[config.mk]
export PLATFORM = sky130hd
export DESIGN_NAME = reg_file_2w2r_p
export DESIGN_NICKNAME = d
export VERILOG_FILES = /design/src/rtl/reg_file_pkg.sv /design/src/rtl/reg_file_rport.sv /design/src/rtl/reg_file_2w2r_p.sv
export SDC_FILE = /design/constraint.sdc
export NUM_CORES = 1
export LEC_CHECK = 0
export BUFFER_PORTS_ARGS = -buffer_cell sky130_fd_sc_hd__buf_2
export CORE_ASPECT_RATIO = 0.5
export CORE_UTILIZATION = 48
export CTS_CLUSTER_SIZE = 40
export DETAILED_ROUTE_END_ITERATION = 8
export HOLD_SLACK_MARGIN = 0.03
export PLACE_DENSITY = 0.67
export SYNTH_ARGS = -nofsm -noshare
export SYNTH_HDL_FRONTEND = slang
export SYNTH_SLANG_ARGS = --single-unit
[constraint.sdc]
create_clock -name clk -period 3.31 [get_ports clk]
set_clock_uncertainty 0.2 [all_clocks]
set_input_delay 0 -clock clk [delete_from_list [all_inputs] [get_ports clk]]
set_output_delay 0 -clock clk [all_outputs]
set_load 0.02 [all_outputs]
[src/rtl/reg_file_pkg.sv]
// Shared constants for the 2-write / 2-read register file.
// Default widths and the entry-count derivation.
package reg_file_pkg;

    localparam int unsigned DWIDTH_DEF = 8;
    localparam int unsigned AWIDTH_DEF = 3;

    function automatic int unsigned depth_of(input int unsigned aw);
        return 32'd1 << aw;
    endfunction

endpackage

[src/rtl/reg_file_rport.sv]
// Registered read port: DEPTH:1 mux, optional write bypass, rdata/rvalid flops.
// REG_FILE_BYPASS_EN selects write-first; otherwise read-first.
module reg_file_rport
    import reg_file_pkg::*;
#(
    parameter int unsigned DWIDTH = DWIDTH_DEF,
    parameter int unsigned AWIDTH = AWIDTH_DEF,
    localparam int unsigned DEPTH = depth_of(AWIDTH)
) (
    input  logic                         clk,
    input  logic                         rst,
    input  logic [DEPTH-1:0][DWIDTH-1:0] mem_i,
    input  logic                         wen_a_i,
    input  logic [AWIDTH-1:0]            waddr_a_i,
    input  logic [DWIDTH-1:0]            wdata_a_i,
    input  logic                         wen_b_i,
    input  logic [AWIDTH-1:0]            waddr_b_i,
    input  logic [DWIDTH-1:0]            wdata_b_i,
    input  logic                         ren_i,
    input  logic [AWIDTH-1:0]            raddr_i,
    output logic [DWIDTH-1:0]            rdata_o,
    output logic                         rvalid_o
);

    logic [DWIDTH-1:0] rdata_d, rdata_q;
    logic              rvalid_q;

`ifdef REG_FILE_BYPASS_EN
    // Port A is checked last so it wins when both writes hit this address.
    always_comb begin
        rdata_d = mem_i[raddr_i];
        if (wen_b_i && (waddr_b_i == raddr_i)) rdata_d = wdata_b_i;
        if (wen_a_i && (waddr_a_i == raddr_i)) rdata_d = wdata_a_i;
    end
`else
    logic unused_wr;
    assign unused_wr = ^{wen_a_i, waddr_a_i, wdata_a_i,
                         wen_b_i, waddr_b_i, wdata_b_i};

    always_comb begin
        rdata_d = mem_i[raddr_i];
    end
`endif

    always_ff @(posedge clk) begin
        if (rst) begin
            rdata_q  <= '0;
            rvalid_q <= 1'b0;
        end else begin
            rvalid_q <= ren_i;
            if (ren_i) rdata_q <= rdata_d;
        end
    end

    assign rdata_o = rdata_q;
    // A pulse already in flight is squashed by a reset in the same cycle.
    assign rvalid_o = rvalid_q & ~rst;

endmodule

[src/rtl/reg_file_2w2r_p.sv]
// 2-write / 2-read register file; port A wins same-address write collisions.
// Read-during-write policy selected by REG_FILE_BYPASS_EN.
module reg_file_2w2r_p
    import reg_file_pkg::*;
#(
    parameter int unsigned DWIDTH = DWIDTH_DEF,
    parameter int unsigned AWIDTH = AWIDTH_DEF
) (
    input  logic              clk,
    input  logic              rst,
    input  logic              wen_a,
    input  logic [AWIDTH-1:0] waddr_a,
    input  logic [DWIDTH-1:0] wdata_a,
    input  logic              wen_b,
    input  logic [AWIDTH-1:0] waddr_b,
    input  logic [DWIDTH-1:0] wdata_b,
    input  logic              ren_a,
    input  logic [AWIDTH-1:0] raddr_a,
    input  logic              ren_b,
    input  logic [AWIDTH-1:0] raddr_b,
    output logic [DWIDTH-1:0] rdata_a,
    output logic [DWIDTH-1:0] rdata_b,
    output logic              rvalid_a,
    output logic              rvalid_b,
    output logic              wcollide
);

    localparam int unsigned DEPTH = depth_of(AWIDTH);

    logic [DEPTH-1:0][DWIDTH-1:0] mem_d, mem_q;
    logic                         wcollide_d, wcollide_q;

    // B is applied first so A overwrites it on a collision.
    always_comb begin
        mem_d = mem_q;
        if (wen_b) mem_d[waddr_b] = wdata_b;
        if (wen_a) mem_d[waddr_a] = wdata_a;
    end

    assign wcollide_d = wen_a & wen_b & (waddr_a == waddr_b);

    always_ff @(posedge clk) begin
        if (rst) begin
            mem_q      <= '0;
            wcollide_q <= 1'b0;
        end else begin
            mem_q      <= mem_d;
            wcollide_q <= wcollide_d;
        end
    end

    assign wcollide = wcollide_q;

    reg_file_rport #(
        .DWIDTH (DWIDTH),
        .AWIDTH (AWIDTH)
    ) u_rport_a (
        .clk       (clk),
        .rst       (rst),
        .mem_i     (mem_q),
        .wen_a_i   (wen_a),
        .waddr_a_i (waddr_a),
        .wdata_a_i (wdata_a),
        .wen_b_i   (wen_b),
        .waddr_b_i (waddr_b),
        .wdata_b_i (wdata_b),
        .ren_i     (ren_a),
        .raddr_i   (raddr_a),
        .rdata_o   (rdata_a),
        .rvalid_o  (rvalid_a)
    );

    reg_file_rport #(
        .DWIDTH (DWIDTH),
        .AWIDTH (AWIDTH)
    ) u_rport_b (
        .clk       (clk),
        .rst       (rst),
        .mem_i     (mem_q),
        .wen_a_i   (wen_a),
        .waddr_a_i (waddr_a),
        .wdata_a_i (wdata_a),
        .wen_b_i   (wen_b),
        .waddr_b_i (waddr_b),
        .wdata_b_i (wdata_b),
        .ren_i     (ren_b),
        .raddr_i   (raddr_b),
        .rdata_o   (rdata_b),
        .rvalid_o  (rvalid_b)
    );

endmodule
==> flow_summary_export.csv, run 1 <==
group,metric,value,unit
timing,setup_ws,0.8210,ns
setup_path,critPathCapture,"mem_q[53]",
power,p_leak,2.297,nW
timing,final-max-slew-violation-count,0,
timing,rsz0062_at_grt,"false",
timing,fin_crit_sh,75.20,%
synthesis,avgSynthCellArea,9.670,um2
setup_path,crit_path_frequent_cell,"dlygate4sd3_1",
floorplan,die_width,143.7,um
setup_path,end_kind,"flop",
finish,design_area,5515,um2
synthesis,yosysTopAreaCellShare,34.50,%
setup_path,rr_startpoint,"mem_q[12]",
synthesis,syn_inst,498,
setup_path,crit_fanout,16,
status,outcome,"completed",
place,numPortBuffers,52,
finish,fillCellCount,862,
finish,drive_gt1_share,23.19,%
detailed_routing,drtIter0Drc,302,
place,place_ws,1.381,ns
clock_tree,clk_latency,0.35,ns
floorplan,coreArea,9603,um2
global_routing,overflow,0,
detailed_routing,viasPerCell,6.147,
min_path,hold_class,"in -> reg",
setup_path,r2r_end,"mem_q[12]",
setup_path,slowest_delay,0.64,ns
flow_run,cap_viol_max_count,0,
timing,setup_tns,0,ns
setup_path,path_class,"in -> reg",
detailed_routing,wl_per_cell,21.60,um
clock_tree,cts.clk_slew.worst_paths,0.06,ns
place,gp_congestion,0.8283,
global_routing,grt_pass1_vias,3829,
floorplan,core.rowCount,25,
timing,finalHoldViolations,0,
global_routing,grt_pass1_wl,22050,um
finish,regArea,1662,um2
place,placed_cell_area,4964,um2
synthesis,synth_warnings,0,
detailed_routing,drt_pass1_iterations,7,
clock_tree,cts-root-buf,"clkbuf_16",
power,ir_worst_vdd,0.2192,mV
synthesis,synth_cell_type_count,31,
synthesis,synth_nets,532,
setup_path,cp_slowest_cell,"nand3_1",
synthesis,syn_area,4816,um2
timing,tightestPinTransition,1.065,ns
finish,n_antenna_cell,0,
synthesis,yosysTopAreaCell,"dfxtp_1",
detailed_routing,drt_wl_total,14560,um
synthesis,ys_async_sr_fraction,0,%
detailed_routing,ant_nets,0,
global_routing,track_usage,29.33,%
timing,relSlewSlack,29.01,%
setup_path,start_kind,"input pin",
synthesis,synth.ff_latch_count,83,
power,powerDensity,442.2,nW/um2
setup_path,worstPathCellList,"dlygate4sd3_1 > buf_2 > nor2b_1 > nand3_1 > nor2_1 > a211oi_1 > dlygate4sd3_1",
clock_tree,cts_tree,"yes",
finish,postLayoutCoreUtil,57.43,%
global_routing,grt_max_degree,86,
setup_path,timing.reg2reg.setup_slack,1.73,ns
detailed_routing,drc,0,
clock_tree,clock_path_buffers,2,
setup_path,critPathRequiredTime,3.34,ns
global_routing,antenna_found_initial,0,
clock_tree,cts_htree_levels,3,
setup_path,worstPathArrival,2.52,ns
floorplan,die_area,10460,um2
synthesis,synth_edf_count,0,
synthesis,synth_area_leaders,"dfxtp_1, mux2i_1, a211oi_1",
setup_path,crit_start,"wen_a",
floorplan,ioPinCount,53,
setup_path,r2r_cells,3,
detailed_routing,vias,4143,
floorplan,die_height,72.83,um
clock_tree,numClockSinks,83,
synthesis,ys_seq_area_share,34.50,%
finish,area_growth_syn_to_layout,14.52,%
place,dp.final_hpwl,9088,um
timing,clock.fmax,401.8,MHz
clock_tree,cts_buffers,9,
finish,multi_input_area,2863,um2
timing,period_minus_slack,2.489,ns
finish,layout.nets,569,
timing,setup_viol_count_final,0,
clock_tree,cts_resized,0,
floorplan,start_util,50.15,%
synthesis,ys.flop_type,"dfxtp_1",
what timing repair did:
item | CTS | global route
hold buffers | 29 | 0
setup endpoints to repair | 0 | 0
buffers inserted | 0 | 0
endpoints found under the hold margin | 83 | 0
per-stage QoR:
step	power, mW	cells	hold WS [ns]
CTS	2.438	674	0.09995
floorplan	1.396	498	-0.03328
finish	2.439	674	0.1106
detailed placement	1.500	630	0.1424
global route	2.516	674	0.1364
global placement	1.493	630	0.1362
layout by cell type (no fill, tap or decap):
master         Yosys  layout
o221ai_1           4       4
nand4b_1           4       4
a22oi_1            4       4
nand2_1            5       5
dfxtp_1           83      83
mux2_2            32      32
a211oi_1          59      59
o22ai_1           12      12
clkinv_2           0       3
xnor2_1            1       1
buf_4              6       2
a221o_1           12      12
nor2b_1            9       9
clkbuf_1          28       2
nand2_2            1       1
clkbuf_8           0       1
nor3_4             2       2
nor2_1            83      83
buf_2              6      51
mux2i_1           96      96
a211oi_2          21      21
dlygate4sd3_1      0      29
xor2_1             2       2
nand3_1            4       4
nand2b_1           2       2
clkbuf_16          0       9
nor3_1             1       1
nor3b_2            0       2
nand4_1            2       2
nand2b_4           1       1
flip-flops by register name (all words and copies together), names as in the netlist:
| register | flops |
|---|---|
| mem_q | 64 |
| u_rport_a.rvalid_q | 1 |
| u_rport_b.rdata_o | 8 |
| u_rport_b.rvalid_q | 1 |
| wcollide | 1 |
| u_rport_a.rdata_o | 8 |
synthesized netlist by cell type (2+ instances only):
cell      instances
mux2_2           32
clkbuf_2          2
o221ai_1          4
buf_6             2
a211oi_2         21
xor2_1            2
nand2b_1          2
nand4b_1          4
mux2i_1          96
buf_2             6
nand3_1           4
a211oi_1         59
clkbuf_1         28
nor2b_1           9
nand4_1           2
a221o_1          12
a22oi_1           4
o22ai_1          12
buf_4             6
dfxtp_1          83
nor3_4            2
nor2_1           83
nand2_1           5
buf_1             9
buf_12            2
nor3b_1           2
logic make-up after synthesis:
family | after synthesis | synth area share, %
buffers and inverters | 56 | 6.261
multiplexers | 128 | 27.44
flip-flops | 83 | 34.50
AO/OA/AOI/OAI | 112 | 20.06
AND/OR/NAND/NOR | 116 | 11.20
XOR/XNOR | 3 | 0.5457
worst min-delay path by stage:
stage | start | endpoint | slack [ns] | cells after the start
finish | waddr_b[1] | mem_q[18] | 0.11 | 5
global route | waddr_b[1] | mem_q[23] | 0.14 | 5
global placement | wen_a | wcollide | 0.14 | 3
detailed placement | wen_a | wcollide | 0.14 | 3
floorplan | wen_a | wcollide | -0.03 | 2
CTS | waddr_b[1] | mem_q[18] | 0.1 | 5
layout make-up:
| cell class | count | share of cell area [%] |
|---|---|---|
| Tap cell | 135 | 3.063 |
| Clock inverter | 3 | 0.2722 |
| Multi-Input combinational cell | 359 | 51.91 |
| Sequential cell | 83 | 30.13 |
| Clock buffer | 12 | 4.469 |
| Timing Repair Buffer | 82 | 10.16 |
critical path, delay by kind of cell:
family | cells | cell delay, ns
AND/OR/NAND/NOR | 3 | 1.17
AO/OA/AOI/OAI | 1 | 0.07
buffers and inverters | 3 | 1.28
metal layers:
layer | up-vias | part of all wire, % | global-route usage, % | wire (um)
li1 | 1925 | - | - | -
met1 | 1987 | 48 | 43.22 | 6994
met2 | 205 | 40 | 41.32 | 5824
met3 | 26 | 10 | 8.333 | 1495
met4 | 0 | 1.7 | 7.683 | 242
met5 | - | 0 | 0 | 0
power by group:
group | switching, mW | internal [mW]
registers | 0.0452 | 1.06
clock network | 0.404 | 0.521
logic | 0.237 | 0.177
No activity file was read; power rests on OpenSTA's default activity.
==> run 2, diff against run 1 <==
--- a/config.mk
+++ b/config.mk
@@ -5,13 +5,14 @@
 export SDC_FILE = /design/constraint.sdc
 export NUM_CORES = 1
 export LEC_CHECK = 0
+export ABC_AREA = 1
 export BUFFER_PORTS_ARGS = -buffer_cell sky130_fd_sc_hd__buf_2
 export CORE_ASPECT_RATIO = 0.5
 export CORE_UTILIZATION = 48
 export CTS_CLUSTER_SIZE = 40
 export DETAILED_ROUTE_END_ITERATION = 8
 export HOLD_SLACK_MARGIN = 0.03
-export PLACE_DENSITY = 0.67
+export PLACE_DENSITY = 0.7
 export SYNTH_ARGS = -nofsm -noshare
 export SYNTH_HDL_FRONTEND = slang
 export SYNTH_SLANG_ARGS = --single-unit
==> constraint.sdc (replaced) <==
create_clock -name clk -period 2.2 [get_ports clk]
set_clock_uncertainty 0.2 [all_clocks]
set_input_delay 0 -clock clk [delete_from_list [all_inputs] [get_ports clk]]
set_output_delay 0 -clock clk [all_outputs]
set_load 0.02 [all_outputs]
==> flow_summary_export.csv, run 2 <==
group,metric,value,unit
timing,finalHoldViolations,0,
setup_path,cp_slowest_cell,"dlygate4sd3_1",
synthesis,yosysTopAreaCell,"dfxtp_1",
timing,period_minus_slack,2.104,ns
floorplan,coreArea,10440,um2
global_routing,grt_pass1_vias,5130,
setup_path,path_class,"in -> reg",
min_path,hold_class,"in -> reg",
timing,setup_tns,0,ns
clock_tree,cts_resized,0,
detailed_routing,drt_pass1_iterations,6,
synthesis,syn_inst,870,
synthesis,synth_nets,904,
flow_run,cap_viol_max_count,0,
clock_tree,cts_buffers,9,
finish,multi_input_area,2714,um2
synthesis,yosysMostFrequentCell,"nand2_1",
detailed_routing,drt_wl_total,18310,um
finish,top_register,"mem_q",
place,place_ws,0.7869,ns
clock_tree,ctsHoldBuffers,35,
timing,final-max-slew-violation-count,0,
clock_tree,clk_latency,0.35,ns
detailed_routing,wl_per_cell,16.99,um
clock_tree,numClockSinks,83,
clock_tree,cts_htree_levels,3,
detailed_routing,drc,0,
clock_tree,cts_tree,"yes",
synthesis,synth_cell_type_count,25,
synthesis,synth_commonest_cells,"nand2_1, inv_1, o21ai_0",
setup_path,timing.reg2reg.setup_slack,0.46,ns
power,ir_worst_vdd,0.3281,mV
detailed_routing,vias,5880,
floorplan,die_width,150.1,um
setup_path,crit_start,"raddr_a[1]",
floorplan,die_height,76.04,um
place,gp_congestion,1.002,
finish,area_growth_syn_to_layout,18.74,%
finish,drive_gt1_share,9.595,%
synthesis,ys_async_sr_fraction,0,%
clock_tree,post-cts-setup-buffers,0,
global_routing,grt_pass1_wl,28510,um
clock_tree,cts.clk_slew.worst_paths,0.07,ns
finish,regArea,1662,um2
setup_path,start_kind,"input pin",
finish,most-common-layout-cells,"nand2_1, inv_1, o21ai_0, nand3_1, dfxtp_1",
finish,fillCellCount,1032,
synthesis,ys_seq_area_share,31.57,%
timing,clock.fmax,475.4,MHz
min_path,hold_depth,6,
setup_path,critPathRequiredTime,2.23,ns
setup_path,worstPathCellList,"dlygate4sd3_1 > buf_2 > inv_1 > nand3_1 > nand3_1 > dlygate4sd3_1 > nand2_1 > a21oi_1",
global_routing,antenna_found_initial,0,
setup_path,r2r_cells,7,
global_routing,grt_max_degree,74,
timing,relSlewSlack,59.61,%
status,outcome,"completed",
synthesis,synth_area_leaders,"dfxtp_1, nand2_1, inv_1",
synthesis,yosysTopAreaCellShare,31.57,%
synthesis,synth.ff_latch_count,83,
min_path,hold_start,"raddr_b[1]",
timing,fin_crit_sh,95.62,%
global_routing,overflow,0,
synthesis,synth_edf_count,0,
floorplan,start_util,50.40,%
power,powerDensity,680.7,nW/um2
place,numPortBuffers,52,
detailed_routing,drtIter0Drc,906,
place,dp.final_hpwl,12450,um
floorplan,ioPinCount,53,
finish,largest_reg_flops,64,
synthesis,synth_warnings,0,
setup_path,rr_startpoint,"mem_q[33]",
setup_path,worstPathArrival,2.13,ns
setup_path,slowest_delay,0.57,ns
setup_path,crit_fanout,17,
finish,final_common_cell,"nand2_1",
floorplan,core.rowCount,26,
setup_path,r2r_end,"u_rport_a.rdata_o[1]",
setup_path,end_kind,"flop",
min_path,min_to,"u_rport_b.rdata_o[1]",
timing,setup_ws,0.09643,ns
synthesis,syn_area,5263,um2
clock_tree,cts-root-buf,"clkbuf_16",
synthesis,avgSynthCellArea,6.049,um2
power,p_leak,3.544,nW
timing,rsz0062_at_grt,"false",
clock_tree,clock_path_buffers,2,
floorplan,die_area,11410,um2
finish,layout.nets,967,
detailed_routing,viasPerCell,5.455,
synthesis,ys.flop_type,"dfxtp_1",
global_routing,track_usage,33.39,%
detailed_routing,ant_nets,0,
finish,n_antenna_cell,0,
timing,setup_viol_count_final,0,
timing,tightestPinTransition,0.6052,ns
[run 2: per-layer routing]
metal	up-vias	global-route usage, %	wire length [um]
met1	2629	50.02	8362
met3	32	9.401	2324
met4	2	8.384	385
met2	352	45.60	7174
li1	2865	-	-
met5	-	4.545	63
[run 2: worst max-delay path by stage]
stage	endpoint	slack (ns)	cells past startpoint
after floorplan	u_rport_a.rdata_o[4]	1.15	7
after global placement	mem_q[0]	0.79	6
after detailed placement	mem_q[53]	0.79	7
after CTS	u_rport_a.rdata_o[1]	0.18	8
after global routing	u_rport_a.rdata_o[1]	0.01	8
final	u_rport_a.rdata_o[1]	0.1	8
[run 2: through the flow]
stage	area, um2	hold WS (ns)	utilization, %	total power, mW	cells
after floorplan	5263	-0.04889	-	2.126	870
after global placement	5540	0.08545	53.06	2.353	1027
after detailed placement	5540	0.1200	53.06	2.361	1027
after CTS	6248	0.07341	59.84	4.236	1078
after global routing	6248	0.1214	59.84	4.428	1078
final	6248	0.08922	59.84	4.254	1078
[run 2: worst max-delay path: cells and delay by family]
kind / cells / cell delay, ns
simple gates: 3 / 0.33
buf+inv: 4 / 1.75
compound gates: 1 / 0.05
[run 2: where the power goes]
group | internal (mW) | switching (mW)
Combinational | 0.267 | 0.492
Clock | 1.16 | 0.693
Sequential | 1.59 | 0.0585
Total | 3.01 | 1.24
[run 2: cell families after synthesis]
| group | after synthesis | synth area share [%] |
|---|---|---|
| DFF | 83 | 31.57 |
| buffers and inverters | 220 | 16.86 |
| AOI/OAI and AO/OA | 224 | 23.59 |
| and+or+nand+nor | 342 | 27.82 |
| xor gates and xnor gates | 1 | 0.1665 |
[run 2: area by class of cell]
class                      count  area share, %
inverter                     179          10.75
clock inverter                 6          1.902
timing repair buffer          93          10.69
sequential                    83          26.59
clock buffer                  10          3.825
tap                          140          2.803
multi-input combinational    567          43.43
==> run 3, diff against run 2 <==
--- a/config.mk
+++ b/config.mk
@@ -6,13 +6,14 @@
 export NUM_CORES = 1
 export LEC_CHECK = 0
 export ABC_AREA = 1
-export BUFFER_PORTS_ARGS = -buffer_cell sky130_fd_sc_hd__buf_2
 export CORE_ASPECT_RATIO = 0.5
 export CORE_UTILIZATION = 48
 export CTS_CLUSTER_SIZE = 40
 export DETAILED_ROUTE_END_ITERATION = 8
+export DONT_BUFFER_PORTS = 1
 export HOLD_SLACK_MARGIN = 0.03
-export PLACE_DENSITY = 0.7
+export PLACE_DENSITY = 0.65
+export RECOVER_POWER = 25
 export SYNTH_ARGS = -nofsm -noshare
 export SYNTH_HDL_FRONTEND = slang
 export SYNTH_SLANG_ARGS = --single-unit
==> flow_summary_export.csv, run 3 (same netlist as run 2, synthesis figures left out) <==
group,metric,value,unit
status,outcome,"completed",
power,ir_worst_vdd,0.3197,mV
min_path,hold_class,"in -> reg",
clock_tree,clock_path_buffers,2,
finish,area_growth_syn_to_layout,20.90,%
detailed_routing,ant_nets,0,
finish,fillCellCount,1010,
floorplan,die_height,76.04,um
finish,top_register,"mem_q",
finish,layoutNonFillerInstCount,1068,
power,pwr-share-seq,43.1,%
finish,largest_reg_flops,64,
setup_path,crit_fanout,9,
place,dp.final_hpwl,12230,um
timing,relSlewSlack,30.63,%
finish,drive_gt1_share,3.991,%
detailed_routing,viasPerCell,5.557,
timing,period_minus_slack,2.161,ns
place,numPortBuffers,0,
floorplan,start_util,50.40,%
power,p_leak,3.508,nW
setup_path,r2r_cells,6,
setup_path,start_kind,"input pin",
global_routing,grt_pass1_wl,29130,um
finish,multi_input_area,2728,um2
floorplan,die_area,11410,um2
detailed_routing,drt_pass1_iterations,5,
clock_tree,cts-root-buf,"clkbuf_16",
floorplan,coreArea,10440,um2
timing,final-max-slew-violation-count,0,
finish,layout.nets,956,
timing,rsz0062_at_grt,"true",
clock_tree,cts_tree,"yes",
detailed_routing,vias,5935,
clock_tree,cts.clk_slew.worst_paths,0.07,ns
floorplan,die_width,150.1,um
setup_path,rr_startpoint,"mem_q[62]",
power,clockPowerShare,37.9,%
min_path,hold_start,"waddr_a[0]",
clock_tree,cts_htree_levels,3,
timing,fin_crit_sh,98.23,%
setup_path,path_class,"in -> reg",
timing,setup_viol_count_final,0,
clock_tree,clk_latency,0.35,ns
detailed_routing,wl_per_cell,17.94,um
setup_path,worstPathArrival,2.21,ns
finish,most-common-layout-cells,"nand2_1, inv_1, o21ai_0, nand3_1, dfxtp_1",
finish,final_common_cell,"nand2_1",
global_routing,grt_max_degree,74,
place,placed_cells,972,
finish,regArea,1662,um2
setup_path,r2r_end,"mem_q[62]",
power,p_sw_share,31.06,%
global_routing,track_usage,34.23,%
global_routing,grt_pass1_vias,5130,
clock_tree,numClockSinks,83,
floorplan,core.rowCount,26,
min_path,hold_depth,5,
detailed_routing,drc,0,
power,p_total,3.871,mW
place,placed_cell_area,5258,um2
power,p_int,2.669,mW
power,p_switching,1.203,mW
setup_path,critPathRequiredTime,2.25,ns
finish,postLayoutCoreUtil,60.93,%
power,powerDensity,608.5,nW/um2
detailed_routing,drt_wl_total,19160,um
flow_run,cap_viol_max_count,0,
power,combPwrFrac,19.0,%
clock_tree,cts_buffers,9,
timing,tightestPinTransition,1.037,ns
detailed_routing,drtIter0Drc,880,
global_routing,overflow,0,
global_routing,antenna_found_initial,0,
finish,design_area,6362,um2
floorplan,ioPinCount,53,
setup_path,timing.reg2reg.setup_slack,0.14,ns
timing,clock.fmax,462.7,MHz
setup_path,end_kind,"flop",
timing,finalHoldViolations,0,
min_path,min_to,"mem_q[53]",
place,gp_congestion,0.9390,
run 3: cell types whose count changed in the layout (fill, tap and decap cells not counted), sizes merged:
cell | previous run | this run
clkdlybuf4s25 | 0 | 1
dlygate4sd3 | 35 | 71
bufinv | 3 | 0
diode | 0 | 1
clkbuf | 10 | 11
buf | 58 | 3
clkinv | 1 | 3
inv | 181 | 179
dlymetal6s4s | 0 | 7
clkinvlp | 0 | 2
run 3: worst max-delay path: stages:
cell and delay, ns:
dlygate4sd3_1 0.57, nand3_4 0.14, o21ai_0 0.21, dlygate4sd3_1 0.58, inv_1 0.04, o21ai_0 0.07
dlygate4sd3_1 0.57, inv_1 0.04
run 3: worst max-delay path by stage:
| stage | startpoint | endpoint | cells past startpoint |
|---|---|---|---|
| floorplan | raddr_a[0] | u_rport_a.rdata_o[4] | 7 |
| global placement | raddr_b[0] | u_rport_b.rdata_o[0] | 7 |
| detailed placement | raddr_b[0] | u_rport_b.rdata_o[0] | 7 |
| CTS | rst | mem_q[58] | 6 |
| global route | waddr_a[1] | mem_q[51] | 8 |
| finish | waddr_a[1] | mem_q[52] | 8 |
run 3: final cells by class:
cell class | count | area share (%)
Inverter | 179 | 10.56
Clock inverter | 5 | 0.5900
Antenna cell | 1 | 0.03933
Tap cell | 140 | 2.753
Sequential cell | 83 | 26.12
Clock buffer | 11 | 3.815
Timing Repair Buffer | 82 | 13.25
Multi-Input combinational cell | 567 | 42.87
run 3: metrics by stage:
stage	hold WS, ns	setup TNS (ns)	setup slack, ns
global route	0.1147	-0.02308	-0.01942
finish	0.06344	0	0.03898
detailed placement	-0.1233	0	0.8739
floorplan	-0.04889	0	1.152
CTS	0.05195	0	0.03433
global placement	-0.1256	0	0.8769
run 3: layer usage:
metal / global-route usage (%) / wire (um) / vias up
li1: - / - / 2848
met1: 51.96 / 8886 / 2700
met2: 44.40 / 7242 / 359
met3: 12.04 / 2725 / 28
met4: 8.788 / 302 / 0
met5: 0 / 0 / -
run 3: power groups by stage:
stage          clock, mW  combinational (mW)  sequential (mW)
4_1_cts             1.47               0.702             1.66
3_5_place_dp           0               0.534             1.70
5_1_grt             1.53               0.809             1.68
3_3_place_gp           0               0.528             1.70
2_1_floorplan          0               0.449             1.68
6_report            1.47               0.737             1.67
run 3: what timing repair did:
item                       4_1_cts  5_1_grt
hold endpoints to repair        85        1
buffers inserted                 0        0
gates resized for setup          0       19
hold buffers                    78        1
setup endpoints to repair        0        9
